<file path="src/rtl/mem_bus_arbiter.sv">
// Shared memory-bus arbiter for the icache, dcache and page-table walker.
// PTW wins outright, ic/dc alternate on ties, and one transaction is outstanding at a time.
`timescale 1ns/1ps
module mem_bus_arbiter (
  input  logic        i_clk,
  input  logic        i_rst,
  input  logic        i_ic_req,
  input  logic [31:0] i_ic_addr,
  input  logic        i_ic_kill,
  input  logic        i_dc_req,
  input  logic        i_dc_w_en,
  input  logic [31:0] i_dc_addr,
  input  logic [31:0] i_dc_w_data,
  input  logic        i_ptw_req,
  input  logic [31:0] i_ptw_addr,
  output logic        o_ic_ack,
  output logic        o_dc_ack,
  output logic        o_ptw_ack,
  output logic [31:0] o_r_data,
  output logic        o_mem_req,
  output logic        o_mem_w_en,
  output logic [31:0] o_mem_addr,
  output logic [31:0] o_mem_w_data,
  input  logic        i_mem_ack,
  input  logic [31:0] i_mem_r_data
);

  typedef enum logic [1:0] {S_IDLE, S_BUSY, S_DONE} state_t;
  typedef enum logic [1:0] {OWN_NONE, OWN_IC, OWN_DC, OWN_PTW} owner_t;

  state_t      r_state;
  owner_t      r_owner;
  logic        r_last_dc;
  logic        r_killed;
  logic        r_mem_req;
  logic        r_mem_w_en;
  logic [31:0] r_mem_addr;
  logic [31:0] r_mem_w_data;

  state_t      w_state_next;
  owner_t      w_owner_next;
  logic        w_last_dc_next;
  logic        w_killed_next;
  logic        w_mem_req_next;
  logic        w_mem_w_en_next;
  logic [31:0] w_mem_addr_next;
  logic [31:0] w_mem_w_data_next;
  logic        w_ic_ok;
  logic        w_busy_ack;

  always_ff @(posedge i_clk or posedge i_rst) begin
    if (i_rst) begin
      r_state      <= S_IDLE;
      r_owner      <= OWN_NONE;
      r_last_dc    <= 1'b1;
      r_killed     <= 1'b0;
      r_mem_req    <= 1'b0;
      r_mem_w_en   <= 1'b0;
      r_mem_addr   <= 32'd0;
      r_mem_w_data <= 32'd0;
    end else begin
      r_state      <= w_state_next;
      r_owner      <= w_owner_next;
      r_last_dc    <= w_last_dc_next;
      r_killed     <= w_killed_next;
      r_mem_req    <= w_mem_req_next;
      r_mem_w_en   <= w_mem_w_en_next;
      r_mem_addr   <= w_mem_addr_next;
      r_mem_w_data <= w_mem_w_data_next;
    end
  end

  // A flushing icache is not eligible for a grant in the cycle it flushes.
  assign w_ic_ok = i_ic_req & ~i_ic_kill;

  always_comb begin
    w_state_next      = r_state;
    w_owner_next      = r_owner;
    w_last_dc_next    = r_last_dc;
    w_killed_next     = r_killed;
    w_mem_req_next    = r_mem_req;
    w_mem_w_en_next   = r_mem_w_en;
    w_mem_addr_next   = r_mem_addr;
    w_mem_w_data_next = r_mem_w_data;
    case (r_state)
      S_IDLE: begin
        if (i_ptw_req) begin
          w_state_next      = S_BUSY;
          w_owner_next      = OWN_PTW;
          w_mem_req_next    = 1'b1;
          w_mem_addr_next   = i_ptw_addr;
          w_mem_w_en_next   = 1'b0;
          w_mem_w_data_next = 32'd0;
        end else if (w_ic_ok && (!i_dc_req || r_last_dc)) begin
          w_state_next      = S_BUSY;
          w_owner_next      = OWN_IC;
          w_last_dc_next    = 1'b0;
          w_mem_req_next    = 1'b1;
          w_mem_addr_next   = i_ic_addr;
          w_mem_w_en_next   = 1'b0;
          w_mem_w_data_next = 32'd0;
        end else if (i_dc_req) begin
          w_state_next      = S_BUSY;
          w_owner_next      = OWN_DC;
          w_last_dc_next    = 1'b1;
          w_mem_req_next    = 1'b1;
          w_mem_addr_next   = i_dc_addr;
          w_mem_w_en_next   = i_dc_w_en;
          w_mem_w_data_next = i_dc_w_data;
        end
      end
      S_BUSY: begin
        if (r_owner == OWN_IC && i_ic_kill) begin
          w_killed_next = 1'b1;
        end
        // The bus transaction always completes; a kill only hides the ack.
        if (i_mem_ack) begin
          w_state_next    = S_DONE;
          w_mem_req_next  = 1'b0;
          w_mem_w_en_next = 1'b0;
          w_killed_next   = 1'b0;
        end
      end
      S_DONE: begin
        w_state_next = S_IDLE;
        w_owner_next = OWN_NONE;
      end
      default: begin
        w_state_next = S_IDLE;
      end
    endcase
  end

  assign w_busy_ack = (r_state == S_BUSY) && i_mem_ack;
  assign o_ic_ack   = w_busy_ack && (r_owner == OWN_IC) && !r_killed && !i_ic_kill;
  assign o_dc_ack   = w_busy_ack && (r_owner == OWN_DC);
  assign o_ptw_ack  = w_busy_ack && (r_owner == OWN_PTW);

  assign o_r_data     = i_mem_r_data;
  assign o_mem_req    = r_mem_req;
  assign o_mem_w_en   = r_mem_w_en;
  assign o_mem_addr   = r_mem_addr;
  assign o_mem_w_data = r_mem_w_data;

endmodule

</file>
<file path="config.mk">
export PLATFORM = sky130hd
export DESIGN_NAME = mem_bus_arbiter
export DESIGN_NICKNAME = d
export VERILOG_FILES = /design/src/rtl/mem_bus_arbiter.sv
export SDC_FILE = /design/constraint.sdc
export NUM_CORES = 1
export LEC_CHECK = 0
export ABC_AREA = 1
export CAP_MARGIN = 20
export CORE_ASPECT_RATIO = 1.1
export CORE_MARGIN = 2
export CORE_UTILIZATION = 36
export CTS_CLUSTER_SIZE = 24
export DETAILED_ROUTE_END_ITERATION = 7
export GPL_ROUTABILITY_DRIVEN = 0
export GPL_TIMING_DRIVEN = 0
export PLACE_DENSITY_LB_ADDON = 0.1
export REMOVE_ABC_BUFFERS = 1
export SLEW_MARGIN = 30
export SYNTH_ARGS = -nofsm -noshare
export SYNTH_HDL_FRONTEND = slang
export SYNTH_SLANG_ARGS = --single-unit
</file>
<file path="constraint.sdc">
create_clock -name i_clk -period 2.27 [get_ports i_clk]
set_input_delay 0.227 -clock i_clk [delete_from_list [all_inputs] [get_ports i_clk]]
set_output_delay 0.227 -clock i_clk [all_outputs]
set_load 0.01 [all_outputs]
</file>
# After elaboration in Yosys (flattened, before gate mapping)

Index checks and enable logic that the tools add are counted.

Register bits after elaboration: 72
Input port bits: 168
Output and inout port bits: 101
Logic and storage cells: 69

Equal/unequal tests: 7
Multiplexer cells: 27
Bitwise logic cells: 3
Reduce and logical (&&, ||, !) cells: 24

Operators by type and width:

| cell                                                | count |
|---|---|
| 2-to-1 mux 32 bit                                   | 6 |
| 2-to-1 mux 2 bit                                    | 7 |
| 2-to-1 mux 1 bit                                    | 10 |
| logical AND 1 bit                                   | 8 |
| one-hot mux 2 bit (2 select lines)                  | 2 |
| AND reduction 2 bit                                 | 4 |
| nonzero test 2 bit                                  | 4 |
| equality test 2 bit, second input constant          | 3 |
| AND reduction 3 bit                                 | 2 |
| equality test 2 x 1 -> 1 bit, second input constant | 2 |
| inequality test 4 bit, second input constant        | 1 |
| one-hot mux 1 bit (2 select lines)                  | 2 |
| logical NOT 1 bit                                   | 3 |
| nonzero test 3 bit                                  | 1 |
| logical NOT 2 bit                                   | 1 |
| inequality test 2 bit, second input constant        | 1 |
| NOT 1 bit                                           | 2 |
| AND 1 bit                                           | 1 |
| logical OR 1 bit                                    | 1 |

# Logic depth before layout (Yosys ltp)

Gate-level depths: netlist (run 1).

Depth after elaboration: 6
Depth in mapped cells: 9
Mapped depth without buffers: 8

# Worst setup path before layout (run 1)

No wires, ideal clock.

Path kind: reg2out
Start point: register r_state[1]
End point: output o_ic_ack
Arrival: 1.041 ns
Slack: 1.002 ns
Cell stages (with the launch flop): 6
Path through: dfrtp_1 > nor2_1 > nand2_1 > inv_1 > nand3_1 > nor3_1

Cells in the longest elaborated chain, start to end: 5

RTL lines:

| item                            | RTL line | RTL |
|---|---|---|
| start: declaration              | 31       | `state_t r_state;` |
| start signal: assignment        | 62       | `r_state <= w_state_next;` |
| equality test 2 x 1 -> 1 bit    | 134      | `assign w_busy_ack = (r_state == S_BUSY) && i_mem_ack;` |
| logical AND 1 bit               | 134      |  |
| logical AND 1 bit (3 in series) | 135      | `assign o_ic_ack = w_busy_ack && (r_owner == OWN_IC) && !r_killed && !i_ic_kill;` |
| end: declaration                | 16       | `output logic o_ic_ack,` |

Every way passes these cells.

# Final worst setup path (run 1)

Start point: input i_dc_req
End point: register r_mem_addr[1] (netlist: o_mem_addr[1])

Cells in the longest elaborated chain, start to end: 5
Elaborated cells between the ends (all ways): 7
Classes of those cells: mux: 2; reduce/logical: 5

RTL lines:

| item                                                               | RTL line | RTL |
|---|---|---|
| start: declaration                                                 | 10       | `input logic i_dc_req,` |
| logical NOT 1 bit                                                  | 94       | `end else if (w_ic_ok && (!i_dc_req \|\| r_last_dc)) begin` |
| logical OR 1 bit                                                   | 94       |  |
| logical AND 1 bit                                                  | 94       |  |
| nonzero test 3 bit (no line) or 2-to-1 mux 32 bit (tied branches)  | --       |  |
| AND reduction 2 bit (no line) or 2-to-1 mux 32 bit (tied branches) | --       |  |
| end signal: assignment                                             | 68       | `r_mem_addr <= w_mem_addr_next;` |
| end: declaration                                                   | 37       | `logic [31:0] r_mem_addr;` |

Several ways; a longest one is shown, not always the timed one.
A chain may end at the register's enable or synchronous reset.

==> results of run 1 <==
layer usage:
layer	global-route usage	part of all wire	vias to the layer above
li1	-	-	1956
met1	0.272	0.42	1865
met2	0.347	0.43	206
met3	0.122	0.12	33
met4	0.0982	0.028	2
met5	0.0294	0.0033	-
power breakdown:
| group | internal (W) | total [W] | switching [W] | leakage (nW) |
|---|---|---|---|---|
| sequential | 0.00190 | 0.00223 | 0.000333 | 0.893 |
| combinational | 0.00163 | 0.00326 | 0.00163 | 1.97 |
| clock | 0.000990 | 0.00153 | 0.000539 | 0.152 |
| total | 0.00452 | 0.00702 | 0.00250 | 3.02 |
flip-flops by register name, indices dropped and copies added, names as in the netlist:
name / cells
o_mem_w_en: 1
r_owner: 2
o_mem_req: 1
r_state: 2
o_mem_w_data: 32
r_killed: 1
o_mem_addr: 32
r_last_dc: 1
through the flow:
step / total power [W] / hold slack, ns / TNS [ns] / instances / setup WS [ns]
2_1_floorplan: 0.00364 / 0.313 / 0 / 473 / 0.208
3_3_place_gp: 0.00541 / 0.454 / -180.06 / 824 / -1.57
3_5_place_dp: 0.00548 / 0.454 / -48.49 / 826 / -0.952
4_1_cts: 0.00709 / 0.307 / 0 / 843 / 0.0253
5_1_grt: 0.00751 / 0.341 / 0 / 844 / 0.0263
6_report: 0.00702 / 0.299 / 0 / 844 / 0.178
layout by cell type (no fill, tap or decap), types with 3 or more instances in the layout:
cell type	count
nor2_4	4
dfrtp_1	71
inv_1	43
or2_0	15
nand4_1	32
nand3_1	53
inv_4	3
nand2_1	210
clkbuf_16	9
nor2_1	23
clkdlybuf4s50_1	202
or2_2	4
worst paths after layout:
path | start | endpoint | cells after the start
max in group asynchronous | i_rst | r_last_dc | 3
max | i_dc_req | o_mem_addr[1] | 7
min reg2reg | o_mem_w_data[8] | o_mem_w_data[8] | 2
min in group i_clk | i_dc_w_data[23] | o_mem_w_data[23] | 3
min | i_rst | o_mem_w_data[5] | 2
max reg2reg | r_last_dc | o_mem_addr[1] | 7
cells by family (layout without fill, tap and decap cells):
| group | Yosys count | after routing | synth area share |
|---|---|---|---|
| AND/OR/NAND/NOR | 348 | 350 | 0.388 |
| buffers and inverters | 110 | 269 | 0.151 |
| AO/OA/AOI/OAI | 6 | 6 | 0.00941 |
| flip-flops | 72 | 72 | 0.452 |
final cells by class:
| type | count | area [sq um] |
|---|---|---|
| clock inverter | 5 | 80.1 |
| inverter | 47 | 184 |
| sequential | 72 | 1800 |
| fill | 1031 | 4650 |
| tap | 147 | 184 |
| clock buffer | 11 | 243 |
| timing repair buffer | 206 | 2090 |
| multi-input combinational | 356 | 1630 |
timing repair:
item / CTS / global route
setup buffers: 0 / 0
gates resized for setup: 3 / 5
cloned: 1 / 1
pin swaps: 2 / 1
endpoints found under the setup margin: 68 / 43
hold buffers: 0 / 0
==> flow_summary.toml, run 1 <==
[run_status]
status = "finished, final reports clean"

[placement]
postPlaceCellArea_sq_um = 5840
portBuffers = 204
hpwl_um = 9470

[timing]
relSlewSlack = 0.490
rsz0062_at_grt = "no"
finalSetupViolations = 0
fmax_mhz = 478
hold_viol = 0
finalMaxSlewViolations = 0
period_share = 0.922
min_period_ns = 2.09
tightest_slew_ns = 0.765
fin_skew_ns = 0.00854

[setup_path]
path_cells = "clkdlybuf4s50_1, nand2_4, nand2_4, nand2_2, nor2_8, nand2_1, nand3_1"
required_ns = 2.53
start_kind = "primary input"
cp_max_fo = 33
arrival_ns = 2.35
r2r_slack_ns = 0.27
crit_top_cell = "nand2_4"
crit_family = "simple AND/OR/NAND/NOR gates"
slowest_stage = "clkdlybuf4s50_1"
max_stage_delay_ns = 0.60
worst-path-buf-inv = 1
worstSetupEndpointType = "register"
critPathKind = "in -> reg"

[floorplanning]
start_util = 0.367
io_pins = 269
row_count = 40
dieArea_sq_um = 11900
die_y_um = 114
die_w_um = 104
core-area_sq_um = 10900

[global_route]
grt_start_max_net_pins = 72
grt_pass1_wl_um = 21300
grt_pass1_vias = 4126
globalRouteOverflowTotal = 0
grtUsageTotal = 0.230
antenna_found_initial = 0

[synth]
syn_area_per_cell_sq_um = 7.44
ys_seq_area_frac = 0.452
synth_area_sq_um = 3990
synth_edf_count = 0
synth_area_leader_cell = "dfrtp_1"
synth_top_area_frac = 0.445
synth_area_leaders = "dfrtp_1 45%, nand2_1 20%, buf_4 7.1%"
synthDistinctLibCells = 26
yosys_warnings = 0
yosysMostFrequentCell = "nand2_1"
syn_inst = 536
synthArstFlopShare = 1.00
synth-seq-cells = 72
synth_ff_type = "dfrtp_1"
synth_top_cells_by_count = "211 x nand2_1, 71 x dfrtp_1, 53 x nand3_1"

[clocking]
clk_pin_slew_ns = 0.06
htree_levels = 3
clockBufferDepth = 2
cts_buffers = 9
cts.sinks = 72
cts_root_buf = "clkbuf_16"
clk_latency_ns = 0.33
cts_tree = "yes"

[cells_and_area]
area_growth_pct = 55.7
layout.nets = 860
fin_util = 0.572
drive_above_1_share = 0.0545
antenna_cells = 0
stdcell_area_sq_um = 6210

[detailed_routing]
vias = 4062
routed_wl_um = 14000
drc = 0
avgRoutedWirePerCell_um = 16.5
via_per_inst = 4.81
drt-initial-drc-count = 197
ant_nets = 0
firstDrtPassIters = 4

[min_path]
holdCritPathClass = "in -> async"

[pwr]
peakVddDrop_mv = 0.574
leakage_nw = 3.02
power_density_nw_per_um2 = 1130

[run]
maxCapViolations = 0
No activity file was read; power rests on OpenSTA's default activity.
==> run 2: changes to the inputs <==
- SKIP_LAST_GASP: not set -> 1
==> results of run 2 <==
Final layout, timing and power as in run 1 (identical DEF).
==> run 3: changes to the inputs <==
- CAP_MARGIN: 20 -> 30
==> results of run 3 <==
Final layout, timing and power as in run 1 (identical DEF).
